`src/rtl/matvec_pkg.sv`:
```
// Shared constants and types for the matvec loader and the multiplier it feeds.
package matvec_pkg;

  localparam logic [7:0] HDR_BYTE = 8'hA5;

  typedef enum logic [2:0] {
    IDLE,
    LOAD_K,
    LOAD_X,
    COMPUTE,
    DONE
  } state_e;

  // Multiplier latency in cen-high cycles: adder-tree depth plus the product stage.
  function automatic int lat(input int c);
    return $clog2(c) + 1;
  endfunction

endpackage

```
`src/rtl/matvec_loader.sv`:
```
// Byte-stream loader for the matrix-vector multiplier: parses a 0xA5-headed frame
// into packed k/x registers, then runs the multiplier's clock-enable long enough
// to flush its pipeline and flags when y is final.
module matvec_loader
  import matvec_pkg::*;
#(
  parameter int R   = 8,
  parameter int C   = 8,
  parameter int W_X = 8,
  parameter int W_K = 8
) (
  input  logic                            clk,
  input  logic                            rstn,
  input  logic [7:0]                      rx_data,
  input  logic                            rx_valid,
  output logic [R-1:0][C-1:0][W_K-1:0]    k,
  output logic [C-1:0][W_X-1:0]           x,
  output logic                            cen,
  output logic                            y_valid,
  output logic                            busy,
  output logic                            overrun
);

  localparam int NK     = R * C;
  localparam int NX     = C;
  localparam int LAT    = lat(C);
  localparam int IDX_W  = $clog2(NK);
  localparam int XIDX_W = $clog2(NX);
  localparam int LAT_W  = $clog2(LAT + 1);

  state_e                   state_q;
  logic [IDX_W-1:0]         idx_q;
  logic [LAT_W-1:0]         latCnt_q;
  // Row-major flat storage; its packed layout is identical to the [R][C] view of k.
  logic [NK-1:0][W_K-1:0]   k_q;
  logic [NX-1:0][W_X-1:0]   x_q;
  logic                     cen_q;
  logic                     yValid_q;
  logic                     busy_q;
  logic                     overrun_q;

  assign k       = k_q;
  assign x       = x_q;
  assign cen     = cen_q;
  assign y_valid = yValid_q;
  assign busy    = busy_q;
  assign overrun = overrun_q;

  // Frame FSM: header detect, byte-indexed storage, timed cen burst, one-cycle y_valid.
  always_ff @(posedge clk or negedge rstn) begin
    if (!rstn) begin
      state_q   <= IDLE;
      idx_q     <= '0;
      latCnt_q  <= '0;
      k_q       <= '0;
      x_q       <= '0;
      cen_q     <= 1'b0;
      yValid_q  <= 1'b0;
      busy_q    <= 1'b0;
      overrun_q <= 1'b0;
    end else begin
      yValid_q <= 1'b0;
      case (state_q)
        IDLE: begin
          if (rx_valid && rx_data == HDR_BYTE) begin
            state_q   <= LOAD_K;
            idx_q     <= '0;
            overrun_q <= 1'b0;
            busy_q    <= 1'b1;
          end
        end
        LOAD_K: begin
          if (rx_valid) begin
            k_q[idx_q] <= rx_data;
            if (idx_q == IDX_W'(NK - 1)) begin
              state_q <= LOAD_X;
              idx_q   <= '0;
            end else begin
              idx_q <= idx_q + 1'b1;
            end
          end
        end
        LOAD_X: begin
          if (rx_valid) begin
            x_q[idx_q[XIDX_W-1:0]] <= rx_data;
            if (idx_q == IDX_W'(NX - 1)) begin
              state_q  <= COMPUTE;
              idx_q    <= '0;
              latCnt_q <= LAT_W'(LAT);
              cen_q    <= 1'b1;
            end else begin
              idx_q <= idx_q + 1'b1;
            end
          end
        end
        COMPUTE: begin
          if (rx_valid) begin
            overrun_q <= 1'b1;
          end
          latCnt_q <= latCnt_q - 1'b1;
          if (latCnt_q == LAT_W'(1)) begin
            state_q  <= DONE;
            cen_q    <= 1'b0;
            yValid_q <= 1'b1;
          end
        end
        DONE: begin
          if (rx_valid) begin
            overrun_q <= 1'b1;
          end
          state_q <= IDLE;
          busy_q  <= 1'b0;
        end
        default: begin
          state_q <= IDLE;
          cen_q   <= 1'b0;
          busy_q  <= 1'b0;
        end
      endcase
    end
  end

endmodule
```
`config.mk`:
```
export PLATFORM = sky130hd
export DESIGN_NAME = matvec_loader
export DESIGN_NICKNAME = d
export VERILOG_FILES = /design/src/rtl/matvec_pkg.sv /design/src/rtl/matvec_loader.sv
export SDC_FILE = /design/constraint.sdc
export NUM_CORES = 1
export LEC_CHECK = 0
export ABC_AREA = 1
export CAP_MARGIN = 20
export CORE_MARGIN = 2
export CORE_UTILIZATION = 41
export DETAILED_ROUTE_END_ITERATION = 8
export PLACE_DENSITY = 0.78
export SYNTH_ARGS = -nofsm -noshare
export SYNTH_HDL_FRONTEND = slang
export SYNTH_SLANG_ARGS = --single-unit
```
`constraint.sdc`:
```
create_clock -name clk -period 3.8 [get_ports clk]
set_clock_uncertainty 0.1 [all_clocks]
set_input_delay 0.76 -clock clk [delete_from_list [all_inputs] [get_ports clk]]
set_output_delay 0.76 -clock clk [all_outputs]
set_load 0.05 [all_outputs]
```
======== Word level (Yosys, flattened, before mapping) ========
Cells that the tools add are included.
storage, ports and cells
  register bits ........................... 592
  input bits .............................. 11
  word-level logic and storage cells ...... 153
cells by class
  add/subtract/negate cells ............... 2
  $lt $le $gt $ge ......................... 4
  equality and inequality tests ........... 15
  muxes and demuxes ....................... 33
  bitwise operators ....................... 2
  reductions and logical operators ........ 18
operators by type and width
  operator                                                    count
  bitwise mux 512 bit                                         1
  bitwise mux 64 bit                                          1
  demux 8 bit (select 6 bit)                                  1
  2-to-1 mux 6 bit                                            5
  demux 8 bit (select 3 bit)                                  1
  2-to-1 mux 3 bit                                            8
  case mux 6 bit (3 select lines)                             1
  2-to-1 mux 8 bit                                            2
  inequality test 2 bit, second input constant                6
  case mux 3 bit (4 select lines)                             1
  == test 8 bit, second input constant                        1
  2-to-1 mux 1 bit                                            8
  AND reduction 4 bit                                         2
  less-than comparator 6 x 7 -> 1 bit, second input constant  1
  adder 6 x 1 -> 6 bit, second input constant                 1
  == test 3 x 1 -> 1 bit, second input constant               2
  == test 3 x 2 -> 1 bit, second input constant               2
  == test 6 x 3 -> 1 bit, second input constant               1
  == test 6 bit, second input constant                        1
  >= comparator 6 x 1 -> 1 bit, second input constant         1
  case mux 3 bit (2 select lines)                             1
  AND reduction 2 bit                                         3
  AND reduction 3 bit                                         2
  AND reduction 6 bit                                         1
  other kinds (14)                                            20

======== Depth between registers and ports, before layout ========
  depth in word-level cells ............... 5
  mapped depth ............................ 10

======== Least setup slack after synthesis ========
OpenSTA, ideal clock, no wires.
  path type ............................... in2reg
  start ................................... input port rx_valid
  end ..................................... register k_q, in the netlist k[109]
  data arrival time ....................... 1,800 ps
  data required time ...................... 3,573 ps
  path slack .............................. 1,773 ps
  cell stages on the path ................. 8
  path buffers ............................ 1
  cell sequence ........................... inv_1 > nor2_8 > inv_6 > nor2_8 > nand2_4 > buf_4 > nand2_1 > o21ai_2
on the way
  longest elaborated chain between the ends .. 1
RTL lines
  element                               line                 source
  start: declaration                    matvec_loader.sv:15  input logic rx_valid,
  AND reduction 2 bit (no source line)  -
  end signal: indexed assignment        matvec_loader.sv:74  k_q[idx_q] <= rx_data;
  end: declaration                      matvec_loader.sv:35  logic [NK-1:0][W_K-1:0] k_q;
No other way between the ends.
A chain may end at the register's enable or synchronous reset.

======== Worst setup path after layout ========
  start ................................... register overrun_q (netlist: overrun)
  end ..................................... output port overrun
RTL lines
  element                   line                 source
  start: declaration        matvec_loader.sv:40  logic overrun_q;
  start signal: assignment  matvec_loader.sv:60  overrun_q <= 1'b0;
  start signal: assignment  matvec_loader.sv:68  overrun_q <= 1'b0;
  start signal: assignment  matvec_loader.sv:98  overrun_q <= 1'b1;
  end: declaration          matvec_loader.sv:21  output logic overrun
No word-level cell between the ends.

==> metrics.txt <==
cts hold-fix bufs 0; Yosys top cell by area dfrtp_1; register area share after synthesis 0.667; Setup-failing EPs final 0; placed insts between 3000 and 4000; DR vias between 15000 and 20000; DRC errors left 0; diode count 0; antenna violations before repair 0; slew at the pin closest to its max-slew limit 798 ps; TritonCTS clock tree yes; worst path cell trace clkdlybuf4s50_1; Post-Syn Area 22200 um^2; Synth area leaders dfrtp_1 (67%), nand2_1 (9.6%), o21ai_0 (7.3%), o21ai_1 (4.3%), nand2_4 (2.4%); Cell Rows 85; area grow syn2layout 38.2%; Routed WL between 70 and 80 mm; Pleak 14.2 nW; vias in the first global route between 15000 and 20000; flop2flop setup slack about 1400 ps; Final Hold Viols 0; slowest stage delay, CP between 900 and 1000 ps; Port Buffers 590; Core Box Area 53700 um^2; DR pass1 iterations 5; GR Util All Layers 0.254; ANT nets after route 0; Worst Setup End Kind output pin; most frequent cells in the layout dfrtp_1 (592), clkdlybuf4s50_1 (589), nand2_1 (568); Fin Setup TNS 0 ps; clock latency on the worst-skew pair approximately 620 ps; CP arrival between 1500 and 2000 ps; Post-CTS Resized 0; FF+latch count, synth 592; Distinct cells, synth 28; Pwr Total around 17 mW; Horiz. Die Dim ~240 um; final instance count without filler cells 3412; status finished, final reports clean; H-tree levels 2; yosys warns 0; Final min period approximately 2800 ps; setup bufs post-CTS 0; CP Buf/Inv Count 1; highest net fanout along the worst path 3; peak supply drop ~0.00043 V; Inserted Clock Buffers 60; DR vias/cell roughly 5.2; GPL Wtd Cong approximately 0.84; Max Cap Viol 0; Critical Path Start Type register; HP Class in -> async; Mapped Cells approximately 2100; die area 56000 um^2; Clk pin slew, worst setup/hold paths about 60 ps; f_max roughly 360 MHz; clk root buf clkbuf_16; hpwl dp approximately 48 mm; Pins Over Slew Limit 0; critical path's slowest cell clkdlybuf4s50_1; RSZ-0062 raised after global routing no; io pins between 500 and 600; mean post-synth cell area between 10 and 15 um^2; top-area cell type share of the netlist area 0.667; CP Data Required Time 2940 ps; period utilization 0.734; share of cells above drive strength 1 0.0843; Worst Path Class, Setup reg -> out; Slew Limit Headroom 0.468; GR Overflow Total 0; global-route wire length before repair ~110 mm; # nets final approximately 2700; DRT iter0 DRCs 1264; Die Y roughly 240 um; smallest hold slack roughly 85 ps; clock buffer depth 3; PwrDens 543 nW/um^2; routed len/inst ~21 um; largest net degree at the start of global routing 99; initial core utilization 0.413; commonest non-fill, non-tap cell in the layout dfrtp_1; CP delay by family, top buffers and inverters; Syn Nets 2134; CTS sink cnt a little under 600
==> metrics by stage <==
stage | utilization | setup WS (ps) | instance area [um^2]
finish | 0.572 | 1010 | 30700
global route | 0.572 | 926 | 30700
CTS | 0.572 | 958 | 30700
detailed placement | 0.534 | 683 | 28700
global placement | 0.534 | 687 | 28700
floorplan | - | 1770 | 22200
==> metal layers <==
metal | track usage | vias to the layer above | wire length, um
met5 | 0 | - | 0
met4 | 0.124 | 0 | 3480
met3 | 0.0648 | 183 | 5560
met2 | 0.408 | 761 | 34300
met1 | 0.323 | 8899 | 29000
li1 | - | 8067 | -
==> registers in the layout, indices dropped and copies added, names as in the netlist <==
name / count
idx_q: 6
latCnt_q: 3
x: 64
y_valid: 1
k: 512
busy: 1
state_q: 3
overrun: 1
cen: 1
==> worst paths after layout <==
kind                       startpoint       to  cells past startpoint
setup / recovery              overrun  overrun                      1
hold / removal                   rstn   k[168]                      1
setup reg to reg             idx_q[0]   k[506]                      4
hold reg to reg                k[135]   k[135]                      2
max in group asynchronous        rstn   k[324]                      2
min in group clk               k[135]   k[135]                      2
==> area by class of cell <==
type,count,area (um^2)
fillers,4273,23000
flip-flops and latches,592,14800
multi-input cells,1360,6570
repair buffers,622,6300
clock buffers,83,1730
well taps,696,871
clock inverters,24,273
inverters,35,136
==> power by group <==
part           internal (mW)  switching, mW  total (mW)  leakage [nW]
sequential              6.75          0.301        7.05          8.18
clock                   3.51           2.47        5.97         0.995
combinational           1.03           2.61        3.65          4.99
==> cells by family (layout without fill, tap and decap cells) <==
| logic type | count (synthesis) | count (layout) | share of synthesized area |
|---|---|---|---|
| compound gates | 594 | 594 | 0.135 |
| xor+xnor | 1 | 1 | 0.000394 |
| fa+ha+maj | 3 | 3 | 0.00169 |
| buf+inv | 168 | 764 | 0.0370 |
| flops | 592 | 592 | 0.667 |
| simple gates | 762 | 762 | 0.158 |
==> Yosys cell counts <==
| master | count |
|---|---|
| a21oi_1 | 67 |
| buf_2 | 46 |
| buf_4 | 2 |
| buf_6 | 16 |
| clkbuf_1 | 69 |
| clkinv_1 | 8 |
| dfrtp_1 | 592 |
| ha_1 | 3 |
| inv_1 | 19 |
| inv_2 | 7 |
| inv_6 | 1 |
| nand2_1 | 568 |
| nand2_2 | 7 |
| nand2_4 | 47 |
| nand3_1 | 22 |
| nand3_2 | 1 |
| nand3_4 | 1 |
| nand3b_4 | 1 |
| nand4_1 | 4 |
| nor2_1 | 92 |
| nor2_4 | 9 |
| nor2_8 | 9 |
| nor3_1 | 1 |
| o21ai_0 | 326 |
| o21ai_1 | 192 |
| o21ai_2 | 8 |
| o21bai_1 | 1 |
| xor2_1 | 1 |
Note: power is estimated with default switching activity, not from simulation.
